## config.mk

```make
export PLATFORM = sky130hd
export DESIGN_NAME = multu_hilo_unit
export DESIGN_NICKNAME = d
export VERILOG_FILES = /design/src/rtl/multu_hilo_unit.sv
export SDC_FILE = /design/constraint.sdc
export NUM_CORES = 1
export LEC_CHECK = 0
export CAP_MARGIN = 5
export CORE_UTILIZATION = 64
export CTS_BUF_LIST = sky130_fd_sc_hd__clkbuf_8
export DETAILED_ROUTE_END_ITERATION = 10
export PLACE_DENSITY_LB_ADDON = 0.3
export REMOVE_ABC_BUFFERS = 1
export SLEW_MARGIN = 20
export SYNTH_ARGS = -nofsm -noshare
export SYNTH_HDL_FRONTEND = slang
export SYNTH_SLANG_ARGS = --single-unit
```

## constraint.sdc

```tcl
create_clock -name clk -period 7.05 [get_ports clk]
set_input_delay 1.41 -clock clk [delete_from_list [all_inputs] [get_ports clk]]
set_output_delay 1.41 -clock clk [all_outputs]
set_load 0.01 [all_outputs]
```

## src/rtl/multu_hilo_unit.sv

```systemverilog
// Iterative shift-and-add unsigned multiplier (MULTU) holding the architectural HI/LO pair.
// A product takes WIDTH cycles; busy stalls the pipeline and done pulses when HI/LO update.
module multu_hilo_unit #(
    parameter int WIDTH = 32
) (
    input  logic             clk,
    input  logic             reset,
    input  logic             start,
    input  logic [WIDTH-1:0] srca,
    input  logic [WIDTH-1:0] srcb,
    output logic             busy,
    output logic             done,
    output logic [WIDTH-1:0] hi,
    output logic [WIDTH-1:0] lo
);

    localparam int CW = $clog2(WIDTH + 1);

    typedef enum logic [1:0] {
        IDLE,
        RUN,
        DONE
    } state_t;

    state_t             state;
    logic [2*WIDTH-1:0] acc;
    logic [2*WIDTH-1:0] mcand;
    logic [2*WIDTH-1:0] acc_next;
    logic [WIDTH-1:0]   mplier;
    logic [CW-1:0]      cnt;

    // NOTE: combinational logic uses blocking assignment and gives every output a value
    // on every path, so no latch is inferred.
    always_comb begin
        acc_next = acc;
        if (mplier[0]) begin
            acc_next = acc + mcand;
        end
    end

    // NOTE: all state updates here are non-blocking so every register samples
    // pre-edge values; reset is synchronous, so it is tested inside the clocked block.
    always_ff @(posedge clk) begin
        if (reset) begin
            state  <= IDLE;
            acc    <= '0;
            mcand  <= '0;
            mplier <= '0;
            cnt    <= '0;
            hi     <= '0;
            lo     <= '0;
            busy   <= 1'b0;
            done   <= 1'b0;
        end else begin
            done <= 1'b0;
            case (state)
                IDLE, DONE: begin
                    // A start in the DONE cycle chains straight into the next product.
                    if (start) begin
                        state  <= RUN;
                        busy   <= 1'b1;
                        mcand  <= {{WIDTH{1'b0}}, srca};
                        mplier <= srcb;
                        acc    <= '0;
                        cnt    <= CW'(WIDTH);
                    end else begin
                        state <= IDLE;
                    end
                end
                RUN: begin
                    acc    <= acc_next;
                    mcand  <= mcand << 1;
                    mplier <= mplier >> 1;
                    cnt    <= cnt - CW'(1);
                    if (cnt == CW'(1)) begin
                        hi    <= acc_next[2*WIDTH-1:WIDTH];
                        lo    <= acc_next[WIDTH-1:0];
                        state <= DONE;
                        busy  <= 1'b0;
                        done  <= 1'b1;
                    end
                end
                default: begin
                    state <= IDLE;
                    busy  <= 1'b0;
                end
            endcase
        end
    end

endmodule
```

; Yosys cells after proc, flatten, opt, wreduce, memory -nomap -nowiden
; Index checks and enable logic that the tools add are counted.
[word_totals]
register_bits = 234
out_inout_bits = 66
[op_classes]
n_addsub = 2
n_eq_ne = 5
mux = 16
n_bitwise = 1
reduce_logical = 7
[op_table]
columns = operator, count
row1 = 64-bit one-hot mux with 2 select lines, 2
row2 = 64-bit 2-to-1 mux, 3
row3 = 64-bit adder, 1
row4 = 32-bit one-hot mux with 2 select lines, 1
row5 = 32-bit 2-to-1 mux, 1
row6 = 6-bit one-hot mux with 2 select lines, 1
row7 = 6-bit by 1-bit equality test with 1-bit output (second input constant), 1
row8 = 6-bit 2-to-1 mux, 1
row9 = 2-bit AND reduction, 3
row10 = 6-bit by 1-bit subtractor with 6-bit output (second input constant), 1
row11 = 1-bit 2-to-1 mux, 4
row12 = 2-bit inequality test (second input constant), 2
row13 = 2-bit one-hot mux with 2 select lines, 1
row14 = 2-bit OR reduction, 2
row15 = 2-bit by 1-bit equality test with 1-bit output (second input constant), 1
row16 = 2-bit equality test (second input constant), 1
row17 = 2-bit zero test, 1
row18 = 2-bit 2-to-1 mux, 1
row19 = 1-bit one-hot mux with 2 select lines, 1
row20 = 2-bit nonzero test, 1
row21 = 1-bit inverter, 1

; Logic depth before layout (Yosys ltp)
[logic_depth]
word_depth = 4
mapped_depth = 14
mapped_depth_nobuf = 14

; Worst setup path after synthesis
; No wires, ideal clock.
[synth_path]
path_kind = register to register
from = reg acc[0]
to = reg hi[26]
setup_ps = 74
arrival_ps = 3104
required_time_ps = 6976
setup_slack_ps = 3872
stages_incl_launch_ff = 15
n_path_buf = 0
period_less_slack_ps = 3178
path_cell_list = dfxtp_1 > ha_1 > inv_1 > fa_1 > nor2b_1 > o2111ai_1 > a21oi_1 > o31ai_1 > a21o_1 > a41oi_1 > a31oi_1 > o221a_2 > nor2_1 > mux2_2 > a31oi_1
[synth_via]
elab_chain_cells = 2
[synth_rtl]
columns = element, line
row1 = start: declaration, 26  ; logic [2*WIDTH-1:0] acc;
row2 = start signal: assignment, 71  ; acc <= acc_next;
row3 = 64-bit adder, 37  ; acc_next = acc + mcand;
row4 = 64-bit 2-to-1 mux, 36  ; if (mplier[0]) begin
row5 = end signal: assignment, 76  ; hi <= acc_next[2*WIDTH-1:WIDTH];
row6 = end: declaration, 13  ; output logic [WIDTH-1:0] hi,
; No other way between the ends.
; A chain may end at the register's enable or synchronous reset.

; Final worst setup path
[layout_path]
from = reg mcand[0]
to = reg hi[26]
[layout_via]
elab_chain_cells = 2
[layout_rtl]
columns = element, line
row1 = start: declaration, 27  ; logic [2*WIDTH-1:0] mcand;
row2 = start signal: assignment, 62  ; mcand <= {{WIDTH{1'b0}}, srca};
row3 = start signal: assignment, 72  ; mcand <= mcand << 1;
row4 = 64-bit adder, 37
row5 = 64-bit 2-to-1 mux, 36
; No other way between the ends.

==> run_results.csv <==
group,metric,value,unit
timing,worst_pin_slew,1.04,ns
timing,rsz0062_at_grt,"no",
timing,report.final.slew_viol_count,0,
critical_path,cp.arrival,4.63,ns
floorplanning,pin_count,133,
pwr,netSwitchingFraction,27.0,%
clocking,cts_sinks,234,
synthesis,ys.flop_type,"dfxtp_1",
pwr,seq_power_share,46.6,%
global_route,track_usage,34.0,%
timing,hold_viol,0,
timing,maxSlewHeadroom,30.4,%
critical_path,required,7.53,ns
global_route,grt_pass1_vias,11418,
timing,clock.fmax,241,MHz
finish,diodes,0,
routing,viasPerCell,6.30,
finish,fin_util,76.6,%
critical_path,cp_max_fo,5,
pwr,power_density,201,nW/um^2
critical_path,cp-end-kind,"register",
synthesis,ys_warn_count,0,
placed_design,hpwl,22600,um
clocking,cts_resized,0,
routing,drt-total-wl,34700,um
pwr,p_total,3.00,mW
status,outcome,"completed",
routing,routedWlPerCell,17.8,um
clocking,clk-insertion-delay-late,0.57,ns
min_path,hp-class,"register to register",
synthesis,syn_area,12700,sq um
critical_path,crit_top_cell,"a31oi_1",
routing,first_iter_violations,927,
floorplanning,die-area,20500,sq um
finish,design_area,14900,sq um
routing,drc,0,
floorplanning,die_x,143,um
synthesis,netlist_instances,1581,
placed_design,dpl_worst_slack,2.87,ns
critical_path,crit_chain,"ha_1 -> inv_1 -> fa_1 -> nor2b_1 -> o2111ai_1 -> a21oi_1 -> o31ai_1 -> a21o_1 -> a41oi_1 -> a31oi_1 -> o221a_2 -> nor2_1 -> mux2_2 -> a31oi_1",
pwr,clkPwrFrac,42.1,%
clocking,cts_hold_buf,0,
placed_design,place_congestion,0.956,
min_path,worstHoldPathCells,2,
critical_path,cp_num_cells,14,
pwr,p_comb_share,11.3,%
synthesis,synth_seq_cells,234,
routing,vias,12264,
critical_path,path_delay_family,"compound AO/OA/AOI/OAI gates",
clocking,cts_max_path_buffers,3,
critical_path,cp_slowest_cell,"a41oi_1",
placed_design,detailed_place.area,14000,sq um
timing,setup_violations,0,
clocking,cts_tree,"done",
clocking,post_cts_buffers,0,
timing,tns,0,ns
pwr,peakVddDrop,0.000194,V
global_route,grt_first_pass_wirelength,56200,um
timing,fin_crit_sh,58.8,%
synthesis,synth.distinct_cells,69,
timing,post-route-min-period,4.15,ns
finish,syn_to_final_growth,16.9,%
critical_path,crit_buf_inv,1,
floorplanning,fp.dieH,143,um
critical_path,start_kind,"register",
global_route,antenna_found_initial,0,
flow_run,cap_violations,0,
pwr,internal-power,2.19,mW
global_route,grt_overflow,0,
routing,antenna_left,0,
timing,finalClockSkew,0.0388,ns
clocking,htreeDepth,2,
timing,fin_ws,2.90,ns
synthesis,ys_seq_area_share,36.7,%
clocking,numCtsBuffers,40,
synthesis,avgSynthCellArea,8.06,sq um
clocking,clkTransAtPathRegs,0.06,ns
pwr,p_leak,5.71,nW
synthesis,synth_edf_count,0,
floorplanning,core,19500,sq um
routing,drt-pass1-iter-count,6,
synthesis,synth_async_sr_flop_share,0,%
critical_path,cp_slowest_stage_delay,0.53,ns
critical_path,critPathKind,"register to register",
finish,drive_above_1_share,6.60,%
pwr,power.switching,0.810,mW
critical_path,rr_worst_depth,14,
clocking,root_buffer,"clkbuf_8",
finish,layout.nets,1783,
floorplanning,initial_utilization,65.5,%
global_route,grt_start_max_net_pins,105,
placed_design,portBuffers,132,
floorplanning,rows,51,
worst reg2reg max path, stage by stage (launching register included):
cell	delay [ns]
dfxtp_1	0.37
ha_1	0.22
inv_1	0.06
fa_1	0.39
nor2b_1	0.21
o2111ai_1	0.17
a21oi_1	0.28
o31ai_1	0.15
a21o_1	0.25
a41oi_1	0.53
a31oi_1	0.38
o221a_2	0.39
nor2_1	0.16
mux2_2	0.37
a31oi_1	0.12
per-layer routing:
metal | part of all wire, % | track usage [%] | vias to the layer above | routed length (um)
met4 | 3.5 | 14.3 | 0 | 1210
met3 | 7.4 | 5.53 | 103 | 2570
met2 | 46 | 55.1 | 541 | 15900
met5 | 0 | 0 | - | 0
li1 | - | - | 5897 | -
met1 | 43 | 44.8 | 5723 | 15000
Yosys cell counts, types with 23 or more instances:
cell type	count	area share (%)
a211oi_1	36	2.1
a21o_1	30	1.8
a21oi_1	211	8.3
a22o_1	27	1.9
a22oi_1	99	5.8
clkbuf_1	90	2.6
dfxtp_1	234	37
ha_1	65	6.4
inv_1	25	0.74
mux2i_1	31	2.4
nand2_1	181	5.3
nand4_1	32	1.6
nor2_1	138	4.1
nor3_1	25	0.98
o21ai_0	92	3.6
o21bai_1	23	1.4
xnor2_1	35	2.4
sequential cells by signal, summed over array words and instances, names as in the netlist:
signal,cells
hi,32
done,1
acc,64
state,2
busy,1
mcand,64
lo,32
cnt,6
mplier,32
cell usage in the layout, fill, tap and decap left out, types with 3 or more instances in the layout:
cell / netlist / routed
dfxtp_1: 234 / 233
a21oi_1: 211 / 211
nand2_1: 181 / 181
nor2_1: 138 / 137
clkdlybuf4s50_1: 0 / 131
a22oi_1: 99 / 99
o21ai_0: 92 / 92
ha_1: 65 / 65
clkbuf_8: 0 / 51
a211oi_1: 36 / 36
xnor2_1: 35 / 35
inv_1: 25 / 34
nand4_1: 32 / 32
mux2i_1: 31 / 31
a21o_1: 30 / 30
a22o_1: 27 / 27
o21bai_1: 23 / 23
nor3_1: 25 / 23
xor2_1: 22 / 22
and2_1: 20 / 20
nand3_1: 20 / 20
buf_4: 9 / 16
a31oi_1: 13 / 13
o21a_1: 12 / 12
clkinv_2: 0 / 9
o31ai_1: 8 / 8
or3_1: 9 / 8
o211ai_1: 6 / 6
nor2b_1: 7 / 5
o31a_1: 4 / 4
nand2b_1: 3 / 3
o21ba_2: 3 / 3
mux2_2: 3 / 3
clkinvlp_4: 0 / 3
through the flow:
step / hold WS, ns / instances
6_report: 0.454 / 1946
5_1_grt: 0.467 / 1946
4_1_cts: 0.453 / 1945
2_1_floorplan: 0.424 / 1460
3_3_place_gp: 0.442 / 1872
3_5_place_dp: 0.445 / 1872
cells by family after synthesis:
logic type,Yosys count,synth area share (%)
AOI/OAI and AO/OA,595,29.9
and+or+nand+nor,448,15.4
DFF,234,36.7
buffers and inverters,147,4.73
adders and majority gates,66,6.54
xor gates and xnor gates,57,3.92
muxes,34,2.70
path summary, 6_finish.rpt:
path                            startpoint    endpoint  slack, ns
worst max-delay path              mcand[0]      hi[26]       2.90
worst min-delay path            mplier[30]  mplier[30]       0.45
worst max register to register    mcand[0]      hi[26]       2.90
worst min register to register  mplier[30]  mplier[30]       0.45
power by group through the flow:
stage	Combinational, mW	Sequential [mW]	Clock [mW]
2_1_floorplan	0.176	1.43	0
3_3_place_gp	0.317	1.42	0
3_5_place_dp	0.326	1.43	0
4_1_cts	0.328	1.40	1.28
5_1_grt	0.366	1.40	1.34
6_report	0.337	1.40	1.26
cell type report:
| type | instances | area [sq um] |
|---|---|---|
| Tap cell | 265 | 332 |
| Clock buffer | 51 | 702 |
| Fill cell | 1454 | 4560 |
| Multi-Input combinational cell | 1200 | 7490 |
| Clock inverter | 22 | 131 |
| Timing Repair Buffer | 148 | 1460 |
| Sequential cell | 234 | 4690 |
| Inverter | 26 | 97.6 |
No activity file was read; power rests on OpenSTA's default activity.
